### src/rtl/ps2_mouse_pkg.sv
// Shared types and constants for the PS/2 mouse controller.
// States, command/response bytes, header decode and screen bounds live here.
package ps2_mouse_pkg;

    // Top-level controller sequence.
    typedef enum logic [3:0] {
        StSendRst,
        StWaitRstAck,
        StWaitBat,
        StWaitId,
        StSendEn,
        StWaitEnAck,
        StStreamB1,
        StStreamB2,
        StStreamB3,
        StFail
    } state_e;

    // Sub-steps inside a send state: settle, strobe, then wait for the controller.
    typedef enum logic [1:0] {
        PhEnter,
        PhArm,
        PhWait
    } send_phase_e;

    // Byte 1 of a movement packet, minus the always-one sync bit.
    typedef struct packed {
        logic yovf;
        logic xovf;
        logic ysign;
        logic xsign;
        logic btn_m;
        logic btn_r;
        logic btn_l;
    } pkt_hdr_t;

    localparam logic [7:0] CmdReset  = 8'hFF;
    localparam logic [7:0] CmdEnable = 8'hF4;
    localparam logic [7:0] RespAck   = 8'hFA;
    localparam logic [7:0] RespBat   = 8'hAA;
    localparam logic [7:0] RespId    = 8'h00;

    localparam int unsigned ScreenW  = 640;
    localparam int unsigned ScreenH  = 480;
    localparam int unsigned PosXMax  = ScreenW - 1;
    localparam int unsigned PosYMax  = ScreenH - 1;
    localparam int unsigned PosXInit = 320;
    localparam int unsigned PosYInit = 240;

    function automatic pkt_hdr_t decode_hdr(logic [7:0] b);
        pkt_hdr_t h;
        h = {b[7:4], b[2:0]};
        return h;
    endfunction

    // Byte the mouse must return while the controller sits in a wait state.
    function automatic logic [7:0] expected_resp(state_e s);
        case (s)
            StWaitBat: return RespBat;
            StWaitId:  return RespId;
            default:   return RespAck;
        endcase
    endfunction

endpackage

### src/rtl/ps2_mouse_pos_accum.sv
// Saturating cursor accumulator: pos_x += dx, pos_y -= dy on each packet,
// clamped to the visible screen. Only instantiated when MOUSE_POS_EN is defined.
module ps2_mouse_pos_accum
    import ps2_mouse_pkg::*;
(
    input  logic              clk_i,
    input  logic              rst_ni,
    input  logic              upd_i,
    input  logic signed [8:0] dx_i,
    input  logic signed [8:0] dy_i,
    output logic [9:0]        pos_x_o,
    output logic [8:0]        pos_y_o
);

    logic [9:0]         pos_x_q, pos_x_d;
    logic [8:0]         pos_y_q, pos_y_d;
    logic signed [11:0] x_sum;
    logic signed [10:0] y_sum;

    // Widen, add the signed delta, then clamp into the screen rectangle.
    always_comb begin
        x_sum   = $signed({2'b00, pos_x_q}) + $signed({{3{dx_i[8]}}, dx_i});
        y_sum   = $signed({2'b00, pos_y_q}) - $signed({{2{dy_i[8]}}, dy_i});
        pos_x_d = pos_x_q;
        pos_y_d = pos_y_q;
        if (upd_i) begin
            if (x_sum[11]) begin
                pos_x_d = '0;
            end else if (x_sum[10:0] > 11'(PosXMax)) begin
                pos_x_d = 10'(PosXMax);
            end else begin
                pos_x_d = x_sum[9:0];
            end
            // Mouse Y grows upward, screen Y grows downward.
            if (y_sum[10]) begin
                pos_y_d = '0;
            end else if (y_sum[9:0] > 10'(PosYMax)) begin
                pos_y_d = 9'(PosYMax);
            end else begin
                pos_y_d = y_sum[8:0];
            end
        end
    end

    // Position registers, reset to screen centre.
    always_ff @(posedge clk_i or negedge rst_ni) begin
        if (!rst_ni) begin
            pos_x_q <= 10'(PosXInit);
            pos_y_q <= 9'(PosYInit);
        end else begin
            pos_x_q <= pos_x_d;
            pos_y_q <= pos_y_d;
        end
    end

    assign pos_x_o = pos_x_q;
    assign pos_y_o = pos_y_q;

endmodule

### src/rtl/ps2_mouse_ctrl.sv
// PS/2 mouse init + stream decoder sitting on top of a byte-level PS2_Controller.
// Resets the mouse, checks ACK/BAT/ID, enables streaming, then decodes 3-byte
// movement packets. Define MOUSE_POS_EN to add a saturating cursor position.
module ps2_mouse_ctrl
    import ps2_mouse_pkg::*;
#(
    parameter int unsigned RETRY_MAX   = 3,
    parameter int unsigned TIMEOUT_CYC = 25_000_000,
    parameter int unsigned GAP_CYC     = 1_000_000
) (
    input  logic              CLOCK_50,
    input  logic              reset_n,
    output logic [7:0]        cmd_data,
    output logic              cmd_en,
    input  logic              cmd_sent,
    input  logic              cmd_timeout,
    input  logic [7:0]        rx_data,
    input  logic              rx_en,
    output logic              init_done,
    output logic              init_error,
    output logic              btn_l,
    output logic              btn_m,
    output logic              btn_r,
    output logic signed [8:0] dx,
    output logic signed [8:0] dy,
    output logic              pkt_valid,
    output logic [9:0]        pos_x,
    output logic [8:0]        pos_y
);

    localparam int unsigned RetryW = (RETRY_MAX < 2) ? 1 : $clog2(RETRY_MAX + 1);

    state_e            state_q, state_d;
    send_phase_e       phase_q, phase_d;
    logic [RetryW-1:0] retry_q, retry_d;
    logic [31:0]       tmr_q, tmr_d;
    pkt_hdr_t          hdr_q, hdr_d;
    logic [7:0]        xbyte_q, xbyte_d;

    logic              cmd_en_q, cmd_en_d;
    logic [7:0]        cmd_data_q, cmd_data_d;
    logic              init_done_q, init_done_d;
    logic              init_error_q, init_error_d;
    logic              pkt_valid_q, pkt_valid_d;
    logic [2:0]        btn_q, btn_d;   // {m, r, l}
    logic signed [8:0] dx_q, dx_d;
    logic signed [8:0] dy_q, dy_d;

    logic              restart;
    logic              step_tmo;
    logic              gap_tmo;

    // Next-state and output decode; any init fault funnels through 'restart'.
    always_comb begin
        state_d      = state_q;
        phase_d      = phase_q;
        retry_d      = retry_q;
        tmr_d        = tmr_q + 32'd1;
        hdr_d        = hdr_q;
        xbyte_d      = xbyte_q;
        restart      = 1'b0;
        cmd_en_d     = 1'b0;
        cmd_data_d   = cmd_data_q;
        init_done_d  = init_done_q;
        init_error_d = init_error_q;
        pkt_valid_d  = 1'b0;
        btn_d        = btn_q;
        dx_d         = dx_q;
        dy_d         = dy_q;
        step_tmo     = (tmr_q >= TIMEOUT_CYC - 1);
        gap_tmo      = (tmr_q >= GAP_CYC - 1);

        unique case (state_q)
            StSendRst, StSendEn: begin
                cmd_data_d = (state_q == StSendRst) ? CmdReset : CmdEnable;
                unique case (phase_q)
                    PhEnter: phase_d = PhArm;
                    PhArm: begin
                        cmd_en_d = 1'b1;
                        phase_d  = PhWait;
                    end
                    default: begin
                        if (cmd_timeout || step_tmo) begin
                            restart = 1'b1;
                        end else if (cmd_sent) begin
                            state_d = (state_q == StSendRst) ? StWaitRstAck : StWaitEnAck;
                        end
                    end
                endcase
            end
            StWaitRstAck, StWaitBat, StWaitId, StWaitEnAck: begin
                if (rx_en) begin
                    if (rx_data != expected_resp(state_q)) begin
                        restart = 1'b1;
                    end else begin
                        unique case (state_q)
                            StWaitRstAck: state_d = StWaitBat;
                            StWaitBat:    state_d = StWaitId;
                            StWaitId:     state_d = StSendEn;
                            default: begin
                                state_d     = StStreamB1;
                                init_done_d = 1'b1;
                            end
                        endcase
                    end
                end else if (step_tmo) begin
                    restart = 1'b1;
                end
            end
            StStreamB1: begin
                tmr_d = '0;
                // Bit 3 is always set in a header byte; anything else is dropped to resync.
                if (rx_en && rx_data[3]) begin
                    hdr_d   = decode_hdr(rx_data);
                    state_d = StStreamB2;
                end
            end
            StStreamB2: begin
                if (rx_en) begin
                    xbyte_d = rx_data;
                    state_d = StStreamB3;
                end else if (gap_tmo) begin
                    state_d = StStreamB1;
                end
            end
            StStreamB3: begin
                if (rx_en) begin
                    pkt_valid_d = 1'b1;
                    btn_d       = {hdr_q.btn_m, hdr_q.btn_r, hdr_q.btn_l};
                    dx_d        = hdr_q.xovf ? '0 : {hdr_q.xsign, xbyte_q};
                    dy_d        = hdr_q.yovf ? '0 : {hdr_q.ysign, rx_data};
                    state_d     = StStreamB1;
                end else if (gap_tmo) begin
                    state_d = StStreamB1;
                end
            end
            default: begin
                tmr_d = '0;
            end
        endcase

        if (restart) begin
            retry_d = retry_q + 1'b1;
            if (32'(retry_q) + 32'd1 >= RETRY_MAX) begin
                state_d      = StFail;
                init_error_d = 1'b1;
            end else begin
                state_d = StSendRst;
            end
        end

        // A restart re-enters StSendRst from itself, so it must rearm explicitly.
        if (restart || (state_d != state_q)) begin
            tmr_d   = '0;
            phase_d = PhEnter;
        end
    end

    // Sequencer state, retry count, step timer and packet capture.
    always_ff @(posedge CLOCK_50 or negedge reset_n) begin
        if (!reset_n) begin
            state_q <= StSendRst;
            phase_q <= PhEnter;
            retry_q <= '0;
            tmr_q   <= '0;
            hdr_q   <= '0;
            xbyte_q <= '0;
        end else begin
            state_q <= state_d;
            phase_q <= phase_d;
            retry_q <= retry_d;
            tmr_q   <= tmr_d;
            hdr_q   <= hdr_d;
            xbyte_q <= xbyte_d;
        end
    end

    // Registered outputs so every port is glitch-free and clears on reset.
    always_ff @(posedge CLOCK_50 or negedge reset_n) begin
        if (!reset_n) begin
            cmd_en_q     <= 1'b0;
            cmd_data_q   <= '0;
            init_done_q  <= 1'b0;
            init_error_q <= 1'b0;
            pkt_valid_q  <= 1'b0;
            btn_q        <= '0;
            dx_q         <= '0;
            dy_q         <= '0;
        end else begin
            cmd_en_q     <= cmd_en_d;
            cmd_data_q   <= cmd_data_d;
            init_done_q  <= init_done_d;
            init_error_q <= init_error_d;
            pkt_valid_q  <= pkt_valid_d;
            btn_q        <= btn_d;
            dx_q         <= dx_d;
            dy_q         <= dy_d;
        end
    end

    assign cmd_en     = cmd_en_q;
    assign cmd_data   = cmd_data_q;
    assign init_done  = init_done_q;
    assign init_error = init_error_q;
    assign pkt_valid  = pkt_valid_q;
    assign btn_l      = btn_q[0];
    assign btn_r      = btn_q[1];
    assign btn_m      = btn_q[2];
    assign dx         = dx_q;
    assign dy         = dy_q;

`ifdef MOUSE_POS_EN
    ps2_mouse_pos_accum u_pos_accum (
        .clk_i   (CLOCK_50),
        .rst_ni  (reset_n),
        .upd_i   (pkt_valid_q),
        .dx_i    (dx_q),
        .dy_i    (dy_q),
        .pos_x_o (pos_x),
        .pos_y_o (pos_y)
    );
`else
    assign pos_x = '0;
    assign pos_y = '0;
`endif

endmodule
### config.mk
export PLATFORM = sky130hd
export DESIGN_NAME = ps2_mouse_ctrl
export DESIGN_NICKNAME = d
export VERILOG_FILES = /design/src/rtl/ps2_mouse_pkg.sv /design/src/rtl/ps2_mouse_pos_accum.sv /design/src/rtl/ps2_mouse_ctrl.sv
export SDC_FILE = /design/constraint.sdc
export NUM_CORES = 1
export LEC_CHECK = 0
export BUFFER_PORTS_ARGS = -buffer_cell sky130_fd_sc_hd__buf_4
export CORE_UTILIZATION = 30
export CTS_BUF_LIST = sky130_fd_sc_hd__clkbuf_16
export DETAILED_ROUTE_END_ITERATION = 7
export GPL_ROUTABILITY_DRIVEN = 0
export PLACE_DENSITY = 0.46
export SLEW_MARGIN = 30
export SYNTH_ARGS = -nofsm -noshare
export SYNTH_HDL_FRONTEND = slang
export SYNTH_SLANG_ARGS = --single-unit
### constraint.sdc
create_clock -name CLOCK_50 -period 3.6 [get_ports CLOCK_50]
set_clock_uncertainty 0.05 [all_clocks]
set_input_delay 0.36 -clock CLOCK_50 [delete_from_list [all_inputs] [get_ports CLOCK_50]]
set_output_delay 0.36 -clock CLOCK_50 [all_outputs]
set_load 0.005 [all_outputs]
==> flow_summary.yaml, run 1 <==
clock_tree:
  root_buffer: "clkbuf_16"
  clkSlewWorstSetupHoldPaths_ps: 60
  cts.sinks: 82
  cts_buffer_depth: 2
  cts_hold_buf: 0
  clock_latency_ps: 350
  postCtsSetupRepairBufs: 0
  cts_resized: 0
  htreeDepth: 3
  numCtsBuffers: 9
  tritoncts: "yes"
grt:
  antenna_found_initial: 0
  grt-ovfl-total: 0
  grt_pass1_vias: 3302
  grt_usage: 0.1446
  grt_pass1_wl_mm: 17.91
  grt_max_degree: 83
pwr:
  vdd_drop_max_v: 0.0003424
  p_leak_uw: 0.002315
  power_uw: 2979
  power.switching_uw: 978.1
  internal_power_uw: 2001
  clkPwrFrac: 0.306
  seqPwrFrac: 0.424
  power_density_nw_per_um2: 574.6
  combPwrFrac: 0.270
  swShare: 0.3283
cells_and_area:
  fin_nets: 518
  final_cell_mix: "dfrtp_1, nand2_1, buf_4"
  syn_to_final_growth_pct: 15.08
  drive_above_1_share: 0.1893
  utilization: 0.3554
  fillCellCount: 1483
  diodes: 0
  final_common_cell: "dfrtp_1"
synthesis:
  synth_top_area_cell: "dfrtp_1"
  syn_avg_cell_area_sq_um: 9.526
  synthFlopType: "dfrtp_1"
  synth_top_area_frac: 0.4554
  syn_area_sq_um: 4506
  synthCells: 473
  ys_async_sr_fraction: 1.000
  synth_edf_count: 0
  yosysSeqAreaShare: 0.4554
  ys_seq_elements: 82
  yosysUniqueCellTypes: 52
  synthTopCellsByArea: "dfrtp_1, nor4_1, nand2_1, mux2_2, buf_4"
  ys.warnings.count: 0
critical_path:
  critPathLaunchType: "register"
  cpPeakStageDelay_ps: 560
  worstPathRequired_ps: 3760
  path_buf_inv: 1
  worstSetupPathType: "reg2reg"
  cp-end-kind: "register"
  path_delay_family: "simple AND/OR/NAND/NOR gates"
  cp_cell_sequence: "or4_1 -> nand2b_4 -> or3_4 -> or4_4 -> a41oi_4 -> buf_4 -> nor4_1"
  worstPathMaxFanout: 34
  cp_slowest_cell: "or4_1"
  cp_data_arrival_time_ps: 3180
sta:
  finalSetupViolCount: 0
  slew_headroom: 0.4921
  slew_violations: 0
  max_freq_mhz: 330.7
  finalCriticalPeriod_ps: 3024
  hold_violations: 0
  fin_hold_ws_ps: 9.044
  finalCritPeriodShare: 0.8400
  tns_ps: 0
  rsz0062_at_grt: "no"
  worst_slack_ps: 576.1
  tightest_slew_ps: 761.8
die:
  die_y_microns: 124.6
  dieArea_sq_um: 15510
  num_rows: 44
  core-area_sq_um: 14590
  die_w_microns: 124.6
  ioPinCount: 65
  initial_core_util: 0.3088
drt:
  routedWlPerCell_microns: 15.28
  vias: 3467
  drtPass1Iterations: 5
  drtIter0Drc: 153
  ant_nets: 0
  wirelength_mm: 10.56
  drc_errors: 0
  vias_per_cell: 5.017
placement:
  pre_cts_ws_ps: 586.9
  portBuffers: 45
  post-dp-hpwl_mm: 6.790
min_path:
  hold_class: "in2async"
status:
  status: "finished clean"
run:
  drv_cap: 0
Yosys cell counts, drive strengths merged (4+ instances only):
master / n
a21oi: 7
and2: 5
and3: 6
and4: 7
buf: 32
clkbuf: 20
dfrtp: 82
inv: 7
mux2: 18
nand2: 67
nand2b: 22
nand3: 16
nand4: 10
nor2: 15
nor3: 12
nor4: 44
o211ai: 5
o21ai: 23
or3: 4
or4: 6
xnor2: 14
xor2: 18
worst register-to-register path: cells and delay by family (launching register included):
| kind | cells | cell delay (ps) |
|---|---|---|
| and+or+nand+nor | 5 | 1790 |
| DFF | 1 | 430 |
| buffers and inverters | 1 | 400 |
| AOI/OAI and AO/OA | 1 | 210 |
metrics by stage:
stage	area [sq um]	cells
final	5185	691
after global routing	5185	691
after CTS	5185	691
after detailed placement	4891	675
after global placement	4887	675
after floorplan	4573	491
path summary, 6_finish.rpt:
kind | from | end | slack [ps] | depth (start not counted)
setup / recovery | tmr_q[28] | tmr_q[11] | 580 | 7
hold / removal | reset_n | dy[7] | 9 | 1
setup reg to reg | tmr_q[28] | tmr_q[11] | 580 | 7
hold reg to reg | dy[7] | dy[7] | 430 | 2
max in group asynchronous | reset_n | tmr_q[29] | 2970 | 1
min in group CLOCK_50 | rx_data[6] | xbyte_q[6] | 240 | 2
power groups by stage:
stage,clock [uW],sequential (uW),combinational [uW]
after global placement,0,1280,812
after detailed placement,0,1280,819
after floorplan,0,1230,567
after CTS,949,1260,822
final,913,1260,804
after global routing,983,1300,912
state kept, by name, summed over array words and instances, names as in the netlist, 2 cells and up:
signal,flops
xbyte_q,8
retry_q,2
dx,9
cmd_data,2
tmr_q,32
btn_q,3
hdr_q,7
state_q,4
dy,9
phase_q,2
logic make-up after synthesis:
group,count (synthesis),synth area share
simple gates,224,0.2724
flops,82,0.4554
buf+inv,59,0.07609
compound gates,52,0.07526
xor+xnor,32,0.06221
mux,20,0.04943
fa+ha+maj,3,0.008332
other cells,1,0.0008323
metal layers:
| layer | global-route usage | up-vias | wire length [microns] |
|---|---|---|---|
| met5 | 0 | - | 0 |
| met4 | 0.05315 | 0 | 159 |
| met3 | 0.03952 | 11 | 480 |
| met2 | 0.2207 | 70 | 4793 |
| met1 | 0.1946 | 1670 | 5124 |
| li1 | - | 1716 | - |
area by class of cell:
class | instances | area [sq um] | area share
inverter | 7 | 26.28 | 0.005068
timing repair buffer | 52 | 394.1 | 0.07601
tap | 184 | 230.2 | 0.04440
clock inverter | 7 | 68.82 | 0.01327
clock buffer | 9 | 225.2 | 0.04344
sequential | 82 | 2052 | 0.3958
multi-input combinational | 350 | 2188 | 0.4221
Power figures use the tool's default switching activity.
==> inputs of run 2 (changes only) <==
==> constraint.sdc (replaced) <==
create_clock -name CLOCK_50 -period 2.9 [get_ports CLOCK_50]
set_clock_uncertainty 0.05 [all_clocks]
set_input_delay 0.29 -clock CLOCK_50 [delete_from_list [all_inputs] [get_ports CLOCK_50]]
set_output_delay 0.29 -clock CLOCK_50 [all_outputs]
set_load 0.005 [all_outputs]
==> run 2 against run 1 <==
  * Core utilization up 1.6 points
  * Clock power up 26%
  * Wire length grew 3.6%
  * Largest power group unchanged
  * Critical endpoint is now tmr_q[15]
  * Fmax is 8.7% higher
==> flow_summary.yaml, run 2 (synthesis results as in run 1) <==
run:
  drv_cap: 0
grt:
  antenna_found_initial: 0
  grt_max_degree: 83
  grt_usage: 0.1480
  grt_pass1_vias: 3511
  grt_pass1_wl_mm: 18.28
  grt-ovfl-total: 0
drt:
  wirelength_mm: 10.94
  vias_per_cell: 4.987
  vias: 3561
  routedWlPerCell_microns: 15.32
  drc_errors: 0
  ant_nets: 0
  drtIter0Drc: 181
  drtPass1Iterations: 4
sta:
  finalCritPeriodShare: 0.9594
  slew_violations: 0
  finalSetupViolCount: 0
  finalCriticalPeriod_ps: 2782
  max_freq_mhz: 359.4
  worst_slack_ps: 117.8
  hold_violations: 0
  tns_ps: 0
  fin_hold_ws_ps: 165.6
  slew_headroom: 0.4824
  tightest_slew_ps: 776.5
  rsz0062_at_grt: "no"
clock_tree:
  clkSlewWorstSetupHoldPaths_ps: 60
  cts.sinks: 82
  cts_buffer_depth: 2
  clock_latency_ps: 350
  tritoncts: "yes"
  numCtsBuffers: 9
  htreeDepth: 3
  root_buffer: "clkbuf_16"
pwr:
  vdd_drop_max_v: 0.0004455
  combPwrFrac: 0.301
  internal_power_uw: 2565
  power_density_nw_per_um2: 704.6
  p_leak_uw: 0.002444
  clkPwrFrac: 0.300
  swShare: 0.3289
  power.switching_uw: 1257
  seqPwrFrac: 0.398
critical_path:
  worstPathRequired_ps: 3080
  cp_data_arrival_time_ps: 2960
  cpPeakStageDelay_ps: 550
  cp_slowest_cell: "or4_4"
  cp_cell_sequence: "or4_4 -> nand2b_4 -> or3_4 -> or4_4 -> a41oi_4 -> buf_12 -> nor4_1"
  critPathLaunchType: "register"
  worstSetupPathType: "reg2reg"
  cp-end-kind: "register"
  critPathMostFrequentCell: "or4_4"
  worstPathMaxFanout: 23
cells_and_area:
  drive_above_1_share: 0.2340
  utilization: 0.3718
  fillCellCount: 1477
  fin_nets: 541
  design_area_sq_um: 5424
  final_cell_mix: "dfrtp_1, buf_4, nand2_1"
  largest_register: "tmr_q"
  diodes: 0
  largest_register_ffs: 32
  syn_to_final_growth_pct: 20.38
  final_common_cell: "dfrtp_1"
  multi_input_area_sq_um: 2223
  seq_area_sq_um: 2052
placement:
  pre_cts_ws_ps: 22.28
  place_area_sq_um: 5081
  portBuffers: 45
  post-dp-hpwl_mm: 7.269
die:
  initial_core_util: 0.3088
  dieArea_sq_um: 15510
  die_y_microns: 124.6
  num_rows: 44
  die_w_microns: 124.6
  core-area_sq_um: 14590
  ioPinCount: 65
status:
  status: "finished clean"
min_path:
  hold_class: "in2reg"
-- run 2: cell types whose count changed in the layout (fill, tap and decap cells not counted), moves of 2 or more --
cell | before | now
buf_4 | 51 | 70
nor4_1 | 43 | 39
nor4_2 | 1 | 5
buf_12 | 0 | 2
-- run 2: final timing paths --
path / to / slack, ps / depth (start not counted) / start
max: tmr_q[15] / 120 / 7 / tmr_q[26]
min: xbyte_q[2] / 170 / 2 / rx_data[2]
max reg2reg: tmr_q[15] / 120 / 7 / tmr_q[26]
min reg2reg: dy[4] / 430 / 2 / dy[4]
max in group asynchronous: tmr_q[26] / 1760 / 2 / reset_n
min in group asynchronous: pkt_valid / 510 / 2 / reset_n
-- run 2: timing repair --
action                                  in CTS  in global routing
gates resized for setup                      0                  8
endpoints found under the hold margin       60                  0
hold buffers                                 1                  0
setup buffers                                0                  0
endpoints found under the setup margin       0                 40
-- run 2: area by class of cell --
cell class                 instances  share of cell area
clock buffer                       9             0.04152
clock inverter                     7             0.01269
inverter                           7            0.004844
multi-input combinational        350              0.4099
sequential                        82              0.3783
tap                              184             0.04245
timing repair buffer              75              0.1103
-- run 2: power by group through the flow --
stage | logic (uW) | clock network, uW | registers [uW]
global placement | 1140 | 0 | 1540
CTS | 1160 | 1180 | 1530
global route | 1290 | 1230 | 1560
finish | 1150 | 1150 | 1520
detailed placement | 1160 | 0 | 1550
floorplan | 703 | 0 | 1520
-- run 2: critical path, delay by kind of cell (launching register included) --
kind,cells,cell delay [ps]
compound gates,1,290
buf+inv,1,210
simple gates,5,1700
flops,1,410
-- run 2: per-stage QoR --
step                power, uW  cells
floorplan                2227    491
finish                   3822    714
global route             4084    714
global placement         2678    697
detailed placement       2706    697
CTS                      3872    714
-- run 2: layer usage --
metal	routed length [microns]	vias to the layer above	part of all wire	GRT usage
met5	0	-	0	0
met4	102	0	0.0093	0.04819
met3	457	8	0.042	0.03737
met2	5287	77	0.48	0.2444
met1	5089	1721	0.47	0.1881
li1	-	1755	-	-
==> inputs of run 3 (changes only) <==
--- a/config.mk
+++ b/config.mk
@@ -6,6 +6,7 @@
 export NUM_CORES = 1
 export LEC_CHECK = 0
 export BUFFER_PORTS_ARGS = -buffer_cell sky130_fd_sc_hd__buf_4
+export CORE_ASPECT_RATIO = 0.7
 export CORE_UTILIZATION = 30
 export CTS_BUF_LIST = sky130_fd_sc_hd__clkbuf_16
 export DETAILED_ROUTE_END_ITERATION = 7
==> run 3 against run 2 <==
  * Cell count is 1.5% higher
  * Critical path depth stayed put
  * Register-to-register slack worse by 60 ps
  * First-iteration DRC count is 45% higher
  * Die area hardly changed
  * Core utilization is 0.52 points lower
  * Count of clock-buffer cells in the layout stayed put
  * Largest power group unchanged
==> flow_summary.yaml, run 3 (synthesis results as in run 1) <==
die:
  die_y_microns: 104.5
  ioPinCount: 65
  die_w_microns: 148.5
  initial_core_util: 0.3070
  dieArea_sq_um: 15520
  num_rows: 37
  core-area_sq_um: 14680
critical_path:
  rr_worst_depth: 7
  startpoint: "tmr_q[26]"
  worstPathRequired_ps: 3050
  cp_data_arrival_time_ps: 3000
  cp-end-kind: "register"
  crit_end: "tmr_q[20]"
  worstSetupPathType: "reg2reg"
  reg2reg_from: "tmr_q[26]"
  worstPathMaxFanout: 18
  rrSetupSlack_ps: 60
  r2r-end: "tmr_q[20]"
  critPathLaunchType: "register"
sta:
  slew_violations: 0
  finalCritPeriodShare: 0.9809
  tightest_slew_ps: 765.4
  max_freq_mhz: 351.5
  rsz0062_at_grt: "no"
  hold_violations: 0
  slew_headroom: 0.4897
  tns_ps: 0
  finalCriticalPeriod_ps: 2845
  finalSetupViolCount: 0
  fin_hold_ws_ps: 170.3
pwr:
  p_leak_uw: 0.002434
  vdd_drop_max_v: 0.0002848
  power_density_nw_per_um2: 692.6
placement:
  post-dp-hpwl_mm: 7.630
  portBuffers: 45
  place_area_sq_um: 5102
cells_and_area:
  diodes: 0
  fin_nets: 542
  drive_above_1_share: 0.2264
  final_common_cell: "dfrtp_1"
  largest_register_ffs: 32
  syn_to_final_growth_pct: 19.41
  final_cell_mix: "dfrtp_1, buf_4, nand2_1"
  largest_register: "tmr_q"
  design_area_sq_um: 5380
grt:
  grt_max_degree: 83
  antenna_found_initial: 0
  grt_pass1_wl_mm: 18.00
  grt-ovfl-total: 0
  grt_usage: 0.1496
  grt_pass1_vias: 3406
clock_tree:
  htreeDepth: 3
  clkSlewWorstSetupHoldPaths_ps: 60
  root_buffer: "clkbuf_16"
  numCtsBuffers: 9
  tritoncts: "yes"
  cts_buffer_depth: 2
  clock_latency_ps: 340
  postCtsSetupRepairBufs: 0
  cts.sinks: 82
drt:
  drc_errors: 0
  ant_nets: 0
  wirelength_mm: 11.10
  vias: 3595
  drtPass1Iterations: 4
  routedWlPerCell_microns: 15.31
  drtIter0Drc: 263
  vias_per_cell: 4.959
run:
  drv_cap: 0
status:
  status: "finished clean"
min_path:
  hold_class: "in2reg"
run 3: changes by cell type in the layout (fill, tap and decap cells not counted):
cell,previous run,this run
nor4_1,39,43
nor4_2,5,1
buf_4,70,72
clkinv_2,1,3
buf_6,2,1
bufinv_16,1,0
clkinv_1,1,0
inv_6,1,0
or4_1,4,5
or4_4,2,1
run 3: metal layers:
layer | global-route usage | wire [microns] | vias up
met5 | 0 | 0 | -
met4 | 0.04566 | 144 | 0
met3 | 0.03144 | 501 | 13
met2 | 0.2046 | 4480 | 106
met1 | 0.2302 | 5972 | 1709
li1 | - | - | 1767
run 3: worst min-delay path by stage:
stage,slack [ps],to,from,cells past startpoint
finish,170,xbyte_q[2],rx_data[2],2
floorplan,-60,btn_q[0],reset_n,0
global route,170,hdr_q[0],rx_data[0],2
CTS,160,xbyte_q[2],rx_data[2],2
detailed placement,350,tmr_q[30],reset_n,1
global placement,410,init_error,init_error,1
run 3: power by group:
| part | switching (uW) | total [uW] | internal, uW | leakage [uW] |
|---|---|---|---|---|
| Sequential | 160 | 1530 | 1370 | 0.00109 |
| Clock | 462 | 1030 | 570 | 0.000136 |
| Combinational | 636 | 1170 | 531 | 0.00121 |
run 3: cell type report:
class | count | area [sq um]
inverters | 7 | 26.28
flip-flops and latches | 82 | 2052
repair buffers | 76 | 601.8
well taps | 195 | 244.0
clock inverters | 6 | 36.28
fillers | 1468 | 9295
multi-input cells | 350 | 2195
clock buffers | 9 | 225.2
run 3: worst max-delay path, stage by stage (launching register included):
cell and delay, ps:
dfrtp_1 410, or4_1 540, nand2b_4 170, or3_4 400, or4_4 550, a41oi_4 330
buf_12 200, nor4_1 70
run 3: metrics by stage:
step | power, uW | std cells | setup WS [ps] | utilization
after floorplan | 2227 | 491 | 157.5 | -
after global placement | 2696 | 709 | 133.6 | 0.3474
after detailed placement | 2715 | 709 | 83.40 | 0.3477
after CTS | 3768 | 725 | 77.65 | 0.3662
after global routing | 3966 | 725 | 5.370 | 0.3666
final | 3726 | 725 | 55.36 | 0.3666
run 3: timing repair:
| action | 4_1_cts | 5_1_grt |
|---|---|---|
| hold endpoints to repair | 15 | 0 |
| hold buffers | 1 | 0 |
| gates resized for setup | 0 | 2 |
| endpoints found under the setup margin | 0 | 38 |
